**src/rtl/trb_mem_scheduler_pkg.sv**
```systemverilog
// Shared types and constants for the trace-memory time-division scheduler.
package trb_mem_scheduler_pkg;

    localparam int TRB_DEPTH     = 16;
    localparam int TRB_WIDTH     = 8;
    localparam int TRB_FRAME_LEN = 4;

    typedef enum logic [1:0] {
        SCH_CLEAR = 2'd0,
        SCH_RUN   = 2'd1,
        SCH_LOCK  = 2'd2
    } sched_state_t;

    typedef bit [1:0] sched_phase_t;

    // Slot owners inside one frame
    localparam sched_phase_t PH_LOG_RD   = 2'd0;
    localparam sched_phase_t PH_LOG_WR   = 2'd1;
    localparam sched_phase_t PH_HOST     = 2'd2;
    localparam sched_phase_t PH_HOST_RSP = 2'd3;

    function automatic bit is_pow2(input int unsigned n);
        return (n != 0) && ((n & (n - 1)) == 0);
    endfunction

endpackage

```
**src/rtl/trb_mem_scheduler_if.sv**
```systemverilog
// Logger, host and memory-macro signals of the trace-memory scheduler.
// slave = scheduler side, master = surrounding logic (logger, host, macro).
interface trb_mem_scheduler_if
    import trb_mem_scheduler_pkg::*;
#(
    parameter int DEPTH = TRB_DEPTH,
    parameter int WIDTH = TRB_WIDTH
);
    localparam int AW = $clog2(DEPTH);

    // logger
    logic             log_write;
    logic [AW-1:0]    log_wptr;
    logic [WIDTH-1:0] log_wdata;
    logic [AW-1:0]    log_rptr;
    logic [WIDTH-1:0] log_rdata;
    // host
    logic             host_req;
    logic             host_we;
    logic [AW-1:0]    host_addr;
    logic [WIDTH-1:0] host_wdata;
    logic             host_ack;
    logic             host_err;
    logic [WIDTH-1:0] host_rdata;
    // memory macro
    logic             mem_en;
    logic             mem_we;
    logic [AW-1:0]    mem_addr;
    logic [WIDTH-1:0] mem_wdata;
    logic [WIDTH-1:0] mem_rdata;

    modport slave (
        input  log_write, log_wptr, log_wdata, log_rptr,
        output log_rdata,
        input  host_req, host_we, host_addr, host_wdata,
        output host_ack, host_err, host_rdata,
        output mem_en, mem_we, mem_addr, mem_wdata,
        input  mem_rdata
    );

    modport master (
        output log_write, log_wptr, log_wdata, log_rptr,
        input  log_rdata,
        output host_req, host_we, host_addr, host_wdata,
        input  host_ack, host_err, host_rdata,
        input  mem_en, mem_we, mem_addr, mem_wdata,
        output mem_rdata
    );

endinterface

```
**src/rtl/trb_mem_scheduler.sv**
```systemverilog
// Time-division scheduler for the single-port trace memory. A fixed 4-cycle
// frame gives ph0 to logger reads, ph1 to logger writes / zero-fill, ph2 to
// the host and ph3 to the host response. Mode changes happen only at frame end.
module trb_mem_scheduler
    import trb_mem_scheduler_pkg::*;
#(
    parameter int DEPTH          = TRB_DEPTH,
    parameter int WIDTH          = TRB_WIDTH,
    parameter bit CLEAR_ON_RESET = 1'b1
) (
    input  logic clk_i,
    input  logic rst_ni,
    input  logic clear_i,
    input  logic host_lock_i,
    input  logic stream_en_i,
    output logic busy_o,
    output logic locked_o,
    output logic rw_turn_o,
    output logic write_allow_o,
    output logic read_allow_o,
    trb_mem_scheduler_if.slave bus
);
    localparam int AW = $clog2(DEPTH);
    localparam sched_state_t RESET_STATE = CLEAR_ON_RESET ? SCH_CLEAR : SCH_RUN;

    sched_phase_t     ph_q;
    sched_state_t     state_q, state_d;
    logic [AW-1:0]    clr_addr_q;
    logic             clr_done_q;   // last word of the sweep written this frame
    logic             clr_req_q;    // CLEAR_I seen since the last frame end
    logic             pend_q, pend_we_q;
    logic [AW-1:0]    pend_addr_q;
    logic [WIDTH-1:0] pend_wdata_q;
    logic             iss_q, iss_rd_q, iss_err_q;
    logic             ack_q, err_q;
    logic [WIDTH-1:0] rdata_q;

    logic             frame_end, host_issue;
    logic             mem_en, mem_we;
    logic [AW-1:0]    mem_addr;
    logic [WIDTH-1:0] mem_wdata;

    assign frame_end  = (ph_q == PH_HOST_RSP);
    assign host_issue = (ph_q == PH_HOST) && pend_q && (state_q != SCH_CLEAR);

    // Free-running frame phase; wraps 3 -> 0
    always_ff @(posedge clk_i or negedge rst_ni) begin
        if (!rst_ni) ph_q <= PH_LOG_RD;
        else         ph_q <= ph_q + sched_phase_t'(1);
    end

    // Mode register, only updated at frame end
    always_ff @(posedge clk_i or negedge rst_ni) begin
        if (!rst_ni) state_q <= RESET_STATE;
        else         state_q <= state_d;
    end

    // Next mode: a pending clear beats any lock change
    always_comb begin
        state_d = state_q;
        if (frame_end) begin
            case (state_q)
                SCH_CLEAR: if (clr_done_q) state_d = SCH_RUN;
                SCH_RUN: begin
                    if (clr_req_q || clear_i) state_d = SCH_CLEAR;
                    else if (host_lock_i)     state_d = SCH_LOCK;
                end
                SCH_LOCK: begin
                    if (clr_req_q || clear_i) state_d = SCH_CLEAR;
                    else if (!host_lock_i)    state_d = SCH_RUN;
                end
                default: state_d = RESET_STATE;
            endcase
        end
    end

    // Zero-fill sweep pointer and sticky clear request
    always_ff @(posedge clk_i or negedge rst_ni) begin
        if (!rst_ni) begin
            clr_addr_q <= '0;
            clr_done_q <= 1'b0;
            clr_req_q  <= 1'b0;
        end else begin
            if (state_q == SCH_CLEAR && ph_q == PH_LOG_WR) begin
                clr_addr_q <= clr_addr_q + 1'b1;   // wraps to 0 after the last word
                if (clr_addr_q == AW'(DEPTH - 1)) clr_done_q <= 1'b1;
            end
            if (frame_end)                               clr_done_q <= 1'b0;
            if (frame_end)                               clr_req_q  <= 1'b0;
            else if (clear_i && state_q != SCH_CLEAR)    clr_req_q  <= 1'b1;
        end
    end

    // Host request capture, ph2 issue, ph3 completion (ack visible in next ph0)
    always_ff @(posedge clk_i or negedge rst_ni) begin
        if (!rst_ni) begin
            pend_q       <= 1'b0;
            pend_we_q    <= 1'b0;
            pend_addr_q  <= '0;
            pend_wdata_q <= '0;
            iss_q        <= 1'b0;
            iss_rd_q     <= 1'b0;
            iss_err_q    <= 1'b0;
            ack_q        <= 1'b0;
            err_q        <= 1'b0;
            rdata_q      <= '0;
        end else begin
            ack_q <= 1'b0;
            err_q <= 1'b0;
            if (!pend_q && bus.host_req) begin
                pend_q       <= 1'b1;
                pend_we_q    <= bus.host_we;
                pend_addr_q  <= bus.host_addr;
                pend_wdata_q <= bus.host_wdata;
            end
            if (host_issue) begin
                iss_q     <= 1'b1;
                iss_rd_q  <= !pend_we_q;
                iss_err_q <= pend_we_q && (state_q != SCH_LOCK);
            end
            if (iss_q) begin
                iss_q  <= 1'b0;
                pend_q <= 1'b0;
                ack_q  <= 1'b1;
                err_q  <= iss_err_q;
                if (iss_rd_q) rdata_q <= bus.mem_rdata;
            end
        end
    end

    // Memory port mux: which client owns the macro in the current phase
    always_comb begin
        mem_en    = 1'b0;
        mem_we    = 1'b0;
        mem_addr  = '0;
        mem_wdata = '0;
        rw_turn_o = 1'b0;
        case (ph_q)
            PH_LOG_RD: begin
                if (state_q != SCH_CLEAR && stream_en_i) begin
                    mem_en   = 1'b1;
                    mem_addr = bus.log_rptr;
                end
            end
            PH_LOG_WR: begin
                rw_turn_o = (state_q != SCH_CLEAR);
                if (state_q == SCH_CLEAR) begin
                    mem_en   = 1'b1;
                    mem_we   = 1'b1;
                    mem_addr = clr_addr_q;
                end else if (state_q == SCH_RUN && bus.log_write) begin
                    mem_en    = 1'b1;
                    mem_we    = 1'b1;
                    mem_addr  = bus.log_wptr;
                    mem_wdata = bus.log_wdata;
                end
            end
            PH_HOST: begin
                if (host_issue) begin
                    mem_addr = pend_addr_q;
                    if (!pend_we_q) begin
                        mem_en = 1'b1;
                    end else if (state_q == SCH_LOCK) begin
                        mem_en    = 1'b1;
                        mem_we    = 1'b1;
                        mem_wdata = pend_wdata_q;
                    end
                end
            end
            default: ;
        endcase
    end

    assign bus.mem_en     = mem_en;
    assign bus.mem_we     = mem_we;
    assign bus.mem_addr   = mem_addr;
    assign bus.mem_wdata  = mem_wdata;
    assign bus.log_rdata  = bus.mem_rdata;
    assign bus.host_ack   = ack_q;
    assign bus.host_err   = err_q;
    assign bus.host_rdata = rdata_q;

    // BUSY reflects CLEAR, which is also the reset mode when CLEAR_ON_RESET=1
    assign busy_o        = (state_q == SCH_CLEAR);
    assign locked_o      = (state_q == SCH_LOCK);
    assign write_allow_o = (state_q == SCH_RUN);
    assign read_allow_o  = (state_q == SCH_RUN || state_q == SCH_LOCK) && stream_en_i;

    // Natural wrap of clr_addr and the 2-bit phase relies on these
    a_geom: assert property (@(posedge clk_i)
        is_pow2(DEPTH) && ($bits(sched_phase_t) == $clog2(TRB_FRAME_LEN)));

endmodule

```
**src/flat_wrapper.sv**
```systemverilog
// flat-port wrapper written by rule: the top's interface ports become plain ports
module trb_mem_scheduler_flat import trb_mem_scheduler_pkg::*;
#(
    parameter int DEPTH          = TRB_DEPTH,
    parameter int WIDTH          = TRB_WIDTH,
    parameter bit CLEAR_ON_RESET = 1'b1
)
  (clk_i, rst_ni, clear_i, host_lock_i, stream_en_i, busy_o, locked_o, rw_turn_o, write_allow_o, read_allow_o, bus_log_write, bus_log_wptr, bus_log_wdata, bus_log_rptr, bus_log_rdata, bus_host_req, bus_host_we, bus_host_addr, bus_host_wdata, bus_host_ack, bus_host_err, bus_host_rdata, bus_mem_en, bus_mem_we, bus_mem_addr, bus_mem_wdata, bus_mem_rdata);
  trb_mem_scheduler_if #(.DEPTH(DEPTH), .WIDTH(WIDTH)) bus_i ();
  input  logic clk_i;
  input  logic rst_ni;
  input  logic clear_i;
  input  logic host_lock_i;
  input  logic stream_en_i;
  output logic busy_o;
  output logic locked_o;
  output logic rw_turn_o;
  output logic write_allow_o;
  output logic read_allow_o;
  input wire logic [$bits(bus_i.log_write)-1:0] bus_log_write;
  input wire logic [$bits(bus_i.log_wptr)-1:0] bus_log_wptr;
  input wire logic [$bits(bus_i.log_wdata)-1:0] bus_log_wdata;
  input wire logic [$bits(bus_i.log_rptr)-1:0] bus_log_rptr;
  output wire logic [$bits(bus_i.log_rdata)-1:0] bus_log_rdata;
  input wire logic [$bits(bus_i.host_req)-1:0] bus_host_req;
  input wire logic [$bits(bus_i.host_we)-1:0] bus_host_we;
  input wire logic [$bits(bus_i.host_addr)-1:0] bus_host_addr;
  input wire logic [$bits(bus_i.host_wdata)-1:0] bus_host_wdata;
  output wire logic [$bits(bus_i.host_ack)-1:0] bus_host_ack;
  output wire logic [$bits(bus_i.host_err)-1:0] bus_host_err;
  output wire logic [$bits(bus_i.host_rdata)-1:0] bus_host_rdata;
  output wire logic [$bits(bus_i.mem_en)-1:0] bus_mem_en;
  output wire logic [$bits(bus_i.mem_we)-1:0] bus_mem_we;
  output wire logic [$bits(bus_i.mem_addr)-1:0] bus_mem_addr;
  output wire logic [$bits(bus_i.mem_wdata)-1:0] bus_mem_wdata;
  input wire logic [$bits(bus_i.mem_rdata)-1:0] bus_mem_rdata;
  assign bus_i.log_write = bus_log_write;
  assign bus_i.log_wptr = bus_log_wptr;
  assign bus_i.log_wdata = bus_log_wdata;
  assign bus_i.log_rptr = bus_log_rptr;
  assign bus_log_rdata = bus_i.log_rdata;
  assign bus_i.host_req = bus_host_req;
  assign bus_i.host_we = bus_host_we;
  assign bus_i.host_addr = bus_host_addr;
  assign bus_i.host_wdata = bus_host_wdata;
  assign bus_host_ack = bus_i.host_ack;
  assign bus_host_err = bus_i.host_err;
  assign bus_host_rdata = bus_i.host_rdata;
  assign bus_mem_en = bus_i.mem_en;
  assign bus_mem_we = bus_i.mem_we;
  assign bus_mem_addr = bus_i.mem_addr;
  assign bus_mem_wdata = bus_i.mem_wdata;
  assign bus_i.mem_rdata = bus_mem_rdata;
  trb_mem_scheduler #(.DEPTH(DEPTH), .WIDTH(WIDTH), .CLEAR_ON_RESET(CLEAR_ON_RESET)) u_core (.clk_i(clk_i), .rst_ni(rst_ni), .clear_i(clear_i), .host_lock_i(host_lock_i), .stream_en_i(stream_en_i), .busy_o(busy_o), .locked_o(locked_o), .rw_turn_o(rw_turn_o), .write_allow_o(write_allow_o), .read_allow_o(read_allow_o), .bus(bus_i));
endmodule
```
**config.mk**
```make
export PLATFORM = sky130hd
export DESIGN_NAME = trb_mem_scheduler_flat
export DESIGN_NICKNAME = d
export VERILOG_FILES = /design/src/rtl/trb_mem_scheduler_pkg.sv /design/src/rtl/trb_mem_scheduler_if.sv /design/src/rtl/trb_mem_scheduler.sv /design/src/flat_wrapper.sv
export SDC_FILE = /design/constraint.sdc
export NUM_CORES = 1
export LEC_CHECK = 0
export ABC_AREA = 0
export ABC_CLOCK_PERIOD_IN_PS = 2220
export BUFFER_PORTS_ARGS = -buffer_cell sky130_fd_sc_hd__buf_2
export CAP_MARGIN = 20
export CORE_AREA = 2 2 78 80
export DETAILED_ROUTE_END_ITERATION = 10
export DIE_AREA = 0 0 80 82
export PLACE_DENSITY = 0.72
export SKIP_CTS_REPAIR_TIMING = 1
export SYNTH_ARGS = -nofsm -noshare
export SYNTH_HDL_FRONTEND = slang
export SYNTH_SLANG_ARGS = --single-unit
export TNS_END_PERCENT = 10
```
**constraint.sdc**
```tcl
create_clock -name clk_i -period 2.22 [get_ports clk_i]
set_clock_uncertainty 0.2 [all_clocks]
set_input_delay 0.111 -clock clk_i [delete_from_list [all_inputs] [get_ports clk_i]]
set_output_delay 0.111 -clock clk_i [all_outputs]
set_load 0.05 [all_outputs]
```
# Word-level counts from Yosys, hierarchy flattened

Cells that the tools add are included.
W data, S select, Z words.

Output and inout bits: 37
Bits in registers: 37
Word-level logic and storage cells: 89

Add/subtract/negate cells: 2
Mux-type cells: 39
Reductions and logical operators: 23
Eq/ne operators: 10

Operator list:

| cell                  | count |
|---|---|
| $mux W8               | 5 |
| $mux W1               | 20 |
| $mux W4               | 4 |
| $pmux W8 S2           | 1 |
| $pmux W4 S3           | 1 |
| $mux W2               | 5 |
| $reduce_bool A2 Y1    | 5 |
| $logic_and A1 B1 Y1   | 9 |
| $eq A2 B2 Y1 const B  | 3 |
| $ne A3 B2 Y1 const B  | 2 |
| $pmux W2 S3           | 1 |
| $add A4 B1 Y4 const B | 1 |
| $eq A2 B1 Y1 const B  | 2 |
| $eq A4 B4 Y1 const B  | 1 |
| $logic_not A2 Y1      | 2 |
| $reduce_and A2 Y1     | 2 |
| $reduce_and A4 Y1     | 1 |
| $pmux W1 S3           | 1 |
| $add A2 B1 Y2 const B | 1 |
| $logic_not A1 Y1      | 2 |
| $logic_or A1 B1 Y1    | 2 |
| $ne A2 B1 Y1 const B  | 1 |
| $ne A2 B2 Y1 const B  | 1 |
| $pmux W1 S2           | 1 |

# Longest topological paths before layout

Depth after elaboration: 5
Gate-level depth with buffers: 7

# Least setup slack after synthesis

No wires, ideal clock.

Kind: flip-flop to output port
Start: register u_core.state_q[1]
End: output bus_mem_addr[1]
Arrival time: 2.354 ns
Cell stages (with the launch flop): 7
Setup slack: -0.445 ns
Required time: 1.909 ns
Cell sequence: dfrtp_1 -> inv_1 -> ha_1 -> and4b_1 -> buf_2 -> a22oi_1 -> a31oi_1

Longest elaborated chain between the ends: 5
Elaborated cells between the ends (all ways): 11
Those cells by class: eq/ne: 1; mux: 5; reduce/logical: 5

RTL lines:

| item                    | line                     | text |
|---|---|---|
| start, declared         | trb_mem_scheduler.sv:27  | `sched_state_t state_q, state_d;` |
| start signal, assigned  | trb_mem_scheduler.sv:55  | `else state_q <= state_d;` |
| $eq A2 B1 Y1            | -                        |  |
| named net write_allow_o | flat_wrapper.sv:18       | `output logic write_allow_o;` |
| $logic_and A1 B1 Y1     | trb_mem_scheduler.sv:151 | `end else if (state_q == SCH_RUN && bus.log_write) begin` |
| $mux W4                 | trb_mem_scheduler.sv:151 |  |
| $mux W4                 | trb_mem_scheduler.sv:147 | `if (state_q == SCH_CLEAR) begin` |
| $pmux W4 S3             | trb_mem_scheduler.sv:138 | `case (ph_q)` |
| end, declared           | flat_wrapper.sv:34       | `output wire logic [$bits(bus_i.mem_addr)-1:0] bus_mem_addr;` |

The timed path passes the listed nets, and every way through them passes these cells.

# Worst setup path after layout

Start: register u_core.ph_q[1]
End: output bus_mem_wdata[6]

Longest elaborated chain between the ends: 5
Elaborated cells between the ends (all ways): 6
Those cells by class: eq/ne: 2; mux: 2; reduce/logical: 2

RTL lines:

| item                             | line                                              | text |
|---|---|---|
| start, declared                  | trb_mem_scheduler.sv:26                           | `sched_phase_t ph_q;` |
| start signal, assigned           | trb_mem_scheduler.sv:49                           | `else ph_q <= ph_q + sched_phase_t'(1);` |
| $eq A2 B2 Y1                     | trb_mem_scheduler.sv:44, trb_mem_scheduler.sv:138 |  |
| $logic_and A1 B1 Y1 (2 in a row) | trb_mem_scheduler.sv:44                           | `assign host_issue = (ph_q == PH_HOST) && pend_q && (state_q != SCH_CLEAR);` |
| $mux W8                          | trb_mem_scheduler.sv:159                          | `if (host_issue) begin` |
| $pmux W8 S2 (*)                  | trb_mem_scheduler.sv:138                          |  |
| end, declared                    | flat_wrapper.sv:35                                | `output wire logic [$bits(bus_i.mem_wdata)-1:0] bus_mem_wdata;` |

Mark *: on every way between the ends. The rest lies on a longest branch, timed or not.

==> results.toml <==
[min_path]
hold_class = "in2reg"
hold_end = "u_core.state_q[1]"
hold_path.startpoint = "host_lock_i"
hold_depth = 4

[clock_network]
worstSkewPairLatency_ns = 0.28
cts_tree = "built"
cts_root_buffer = "clkbuf_8"
htreeDepth = 2
cts_buffers = 5
clk_pin_slew_worst_paths_ns = 0.07
cts_sinks = 37
clk_path_buf_depth = 2

[detailed_routing]
antenna_left = 0
drc_errors = 0
viasPerCell = 4.66
routed_wl_um = 4730
drt_first_pass_iters = 4
vias = 1590
avgRoutedWirePerCell_um = 13.9
drt_iter0_markers = 46

[grt]
grt_remaining_overflow = 0
use_met3 = 0.0396
top_usage_layer = "met2"
grt_pass1_wl_um = 6780
use_met2 = 0.209
antenna_found_initial = 0
grt_max_degree = 38
grt_util_met1 = 0.186
first_global_vias = 1461
grt_use_total = 0.135

[setup_path]
cp_top_family = "buffers and inverters"
crit_buf_inv = 3
crit_type = "reg2out"
r2r_cells = 6
rr_startpoint = "u_core.state_q[0]"
crit_slowest_cell = "dfrtp_1"
worstPathArrival_ns = 1.87
worstPathRequired_ns = 1.91
r2r_slack_ns = 0.41
timing.rr.end = "u_core.state_q[0]"
startpoint_type = "register"
cpPeakStageDelay_ns = 0.40
worst-path-stages = 7
crit_path_end_kind = "output port"
path_cells = "inv_1 > ha_2 > and4b_2 > buf_6 > a32oi_1 > nor2b_2 > buf_4"
worstPathMaxFanout = 8

[sta]
period_needed_ns = 2.18
hold_viol = 0
maxSlewHeadroom = 0.459
rsz0062_at_grt = "true"
hold-worst-slack_ns = 0.117
final.period_utilization = 0.983
setup_viol = 0
final-max-slew-violation-count = 0
tightest_slew_ns = 0.811
setup_tns_ns = 0
layout_setup_ws_ns = 0.0383
fmax_mhz = 458

[yosys]
netlist_instances = 164
ys_ff_latch = 37
ys_warn_count = 0
synth_flop_cell = "dfrtp_1"
synth_cell_type_count = 34
async_reset_ff_frac = 1.00
synth_edf_count = 0
synth_area_mm2 = 0.00193
yosysSeqAreaShare = 0.481
syn_nets = 217
avgSynthCellArea_um2 = 11.7

[power_and_ir_drop]
p_leak_nw = 1.37
ir_worst_vdd_mv = 0.711
fin_total_pwr_mw = 3.85
p_per_area_mw_per_mm2 = 1350

[final_layout]
syn_to_final_growth_pct = 48.1
nNetsFinal = 320
stdcell_count = 341
layout-drive-gt1-share = 0.504
antenna_cells = 0

[floorplan]
chipHeight_um = 82
die_w_um = 80
dieArea_mm2 = 0.00656
coreArea_mm2 = 0.00575
rows = 28
ios = 81
initial_core_util = 0.335

[placed_design]
dp.final_hpwl_um = 3330
dp_cells = 311
port_buffers = 80
place_congestion = 0.763
detailedPlace.worstSlack_ns = 0.157

[job]
maxCapViolations = 0

[status]
outcome = "finished clean"
-- routing by layer --
layer | share of wire | vias up
met5 | 0 | -
met4 | 0.0034 | 0
met3 | 0.056 | 2
met2 | 0.47 | 52
met1 | 0.47 | 753
li1 | - | 783
-- metrics by stage --
step                       util  cell area (um^2)
after floorplan               -              1970
after global routing      0.497              2850
after global placement    0.421              2420
final                     0.497              2850
after detailed placement  0.421              2420
after CTS                 0.434              2490
-- flip-flops by register name (all words and copies together), names as in the netlist --
signal	flops
u_core.bus.host_rdata	8
u_core.pend_wdata_q	8
u_core.clr_addr_q	4
u_core.pend_addr_q	4
u_core.ph_q	2
u_core.state_q	2
u_core.bus.host_ack	1
u_core.bus.host_err	1
u_core.clr_done_q	1
u_core.clr_req_q	1
u_core.iss_err_q	1
u_core.iss_q	1
u_core.iss_rd_q	1
u_core.pend_q	1
u_core.pend_we_q	1
-- report_power, final --
part           switching (mW)  leakage [nW]  internal [mW]
logic                    1.45         0.882          0.819
clock network           0.224        0.0399          0.207
registers               0.193         0.446          0.959
total                    1.86          1.37           1.98
-- cell families after synthesis --
family | after synthesis | synth area share
and+or+nand+nor | 42 | 0.132
buffers and inverters | 20 | 0.0636
DFF | 37 | 0.481
xor gates and xnor gates | 3 | 0.0136
muxes | 25 | 0.147
AOI/OAI and AO/OA | 28 | 0.105
adders and majority gates | 9 | 0.0584
-- placed cells by master, fill, tap and decap left out, types with 5 or more instances in the layout --
cell type	instances
buf_4	7
mux2_2	11
nand2_1	8
clkbuf_8	5
buf_2	68
nor2b_2	9
nor2_1	5
dlygate4sd3_1	24
dfrtp_1	37
buf_6	11
mux2_1	11
and2_1	5
ha_1	6
-- Yosys cell counts (2+ instances only) --
cell type / count / area share
a21oi_1: 6 / 0.016
a22oi_1: 4 / 0.016
a31oi_1: 2 / 0.0065
a32oi_1: 8 / 0.036
and2_1: 6 / 0.019
and3b_1: 2 / 0.0091
and4b_1: 3 / 0.016
buf_2: 2 / 0.0052
buf_4: 12 / 0.047
dfrtp_1: 37 / 0.48
ha_1: 9 / 0.058
inv_1: 4 / 0.0078
mux2_1: 11 / 0.064
mux2_2: 11 / 0.064
mux2i_1: 2 / 0.010
nand2_1: 8 / 0.016
nand4_1: 3 / 0.0097
nor2_1: 5 / 0.0097
nor2b_1: 9 / 0.029
o21ai_0: 4 / 0.010
or3b_1: 2 / 0.0091
xnor2_1: 2 / 0.0091
-- how the worst max path moves through the flow --
stage                       from                to  slack, ns
2_1_floorplan  u_core.state_q[1]   bus_mem_addr[1]      -0.19
3_3_place_gp   u_core.state_q[1]        bus_mem_we       0.22
3_5_place_dp   u_core.state_q[0]        bus_mem_we       0.16
4_1_cts        u_core.state_q[0]        bus_mem_we      -0.16
5_1_grt           u_core.ph_q[0]  bus_mem_wdata[6]      -0.06
6_report          u_core.ph_q[1]  bus_mem_wdata[6]       0.04
-- cell type report --
class                           count  area [um^2]
Inverter                            5         18.8
Timing Repair Buffer              111          764
Sequential cell                    37          926
Clock inverter                      1         5.00
Fill cell                         543         2890
Tap cell                           75         93.8
Multi-Input combinational cell    107          977
Clock buffer                        5         68.8
-- worst register-to-register path: stages, from the launching register on --
cell      delay [ns]
dfrtp_1         0.40
inv_2           0.07
ha_1            0.21
buf_4           0.15
mux2i_1         0.18
o221ai_2        0.14
mux2_1          0.34
Note: power is estimated with default switching activity, not from simulation.
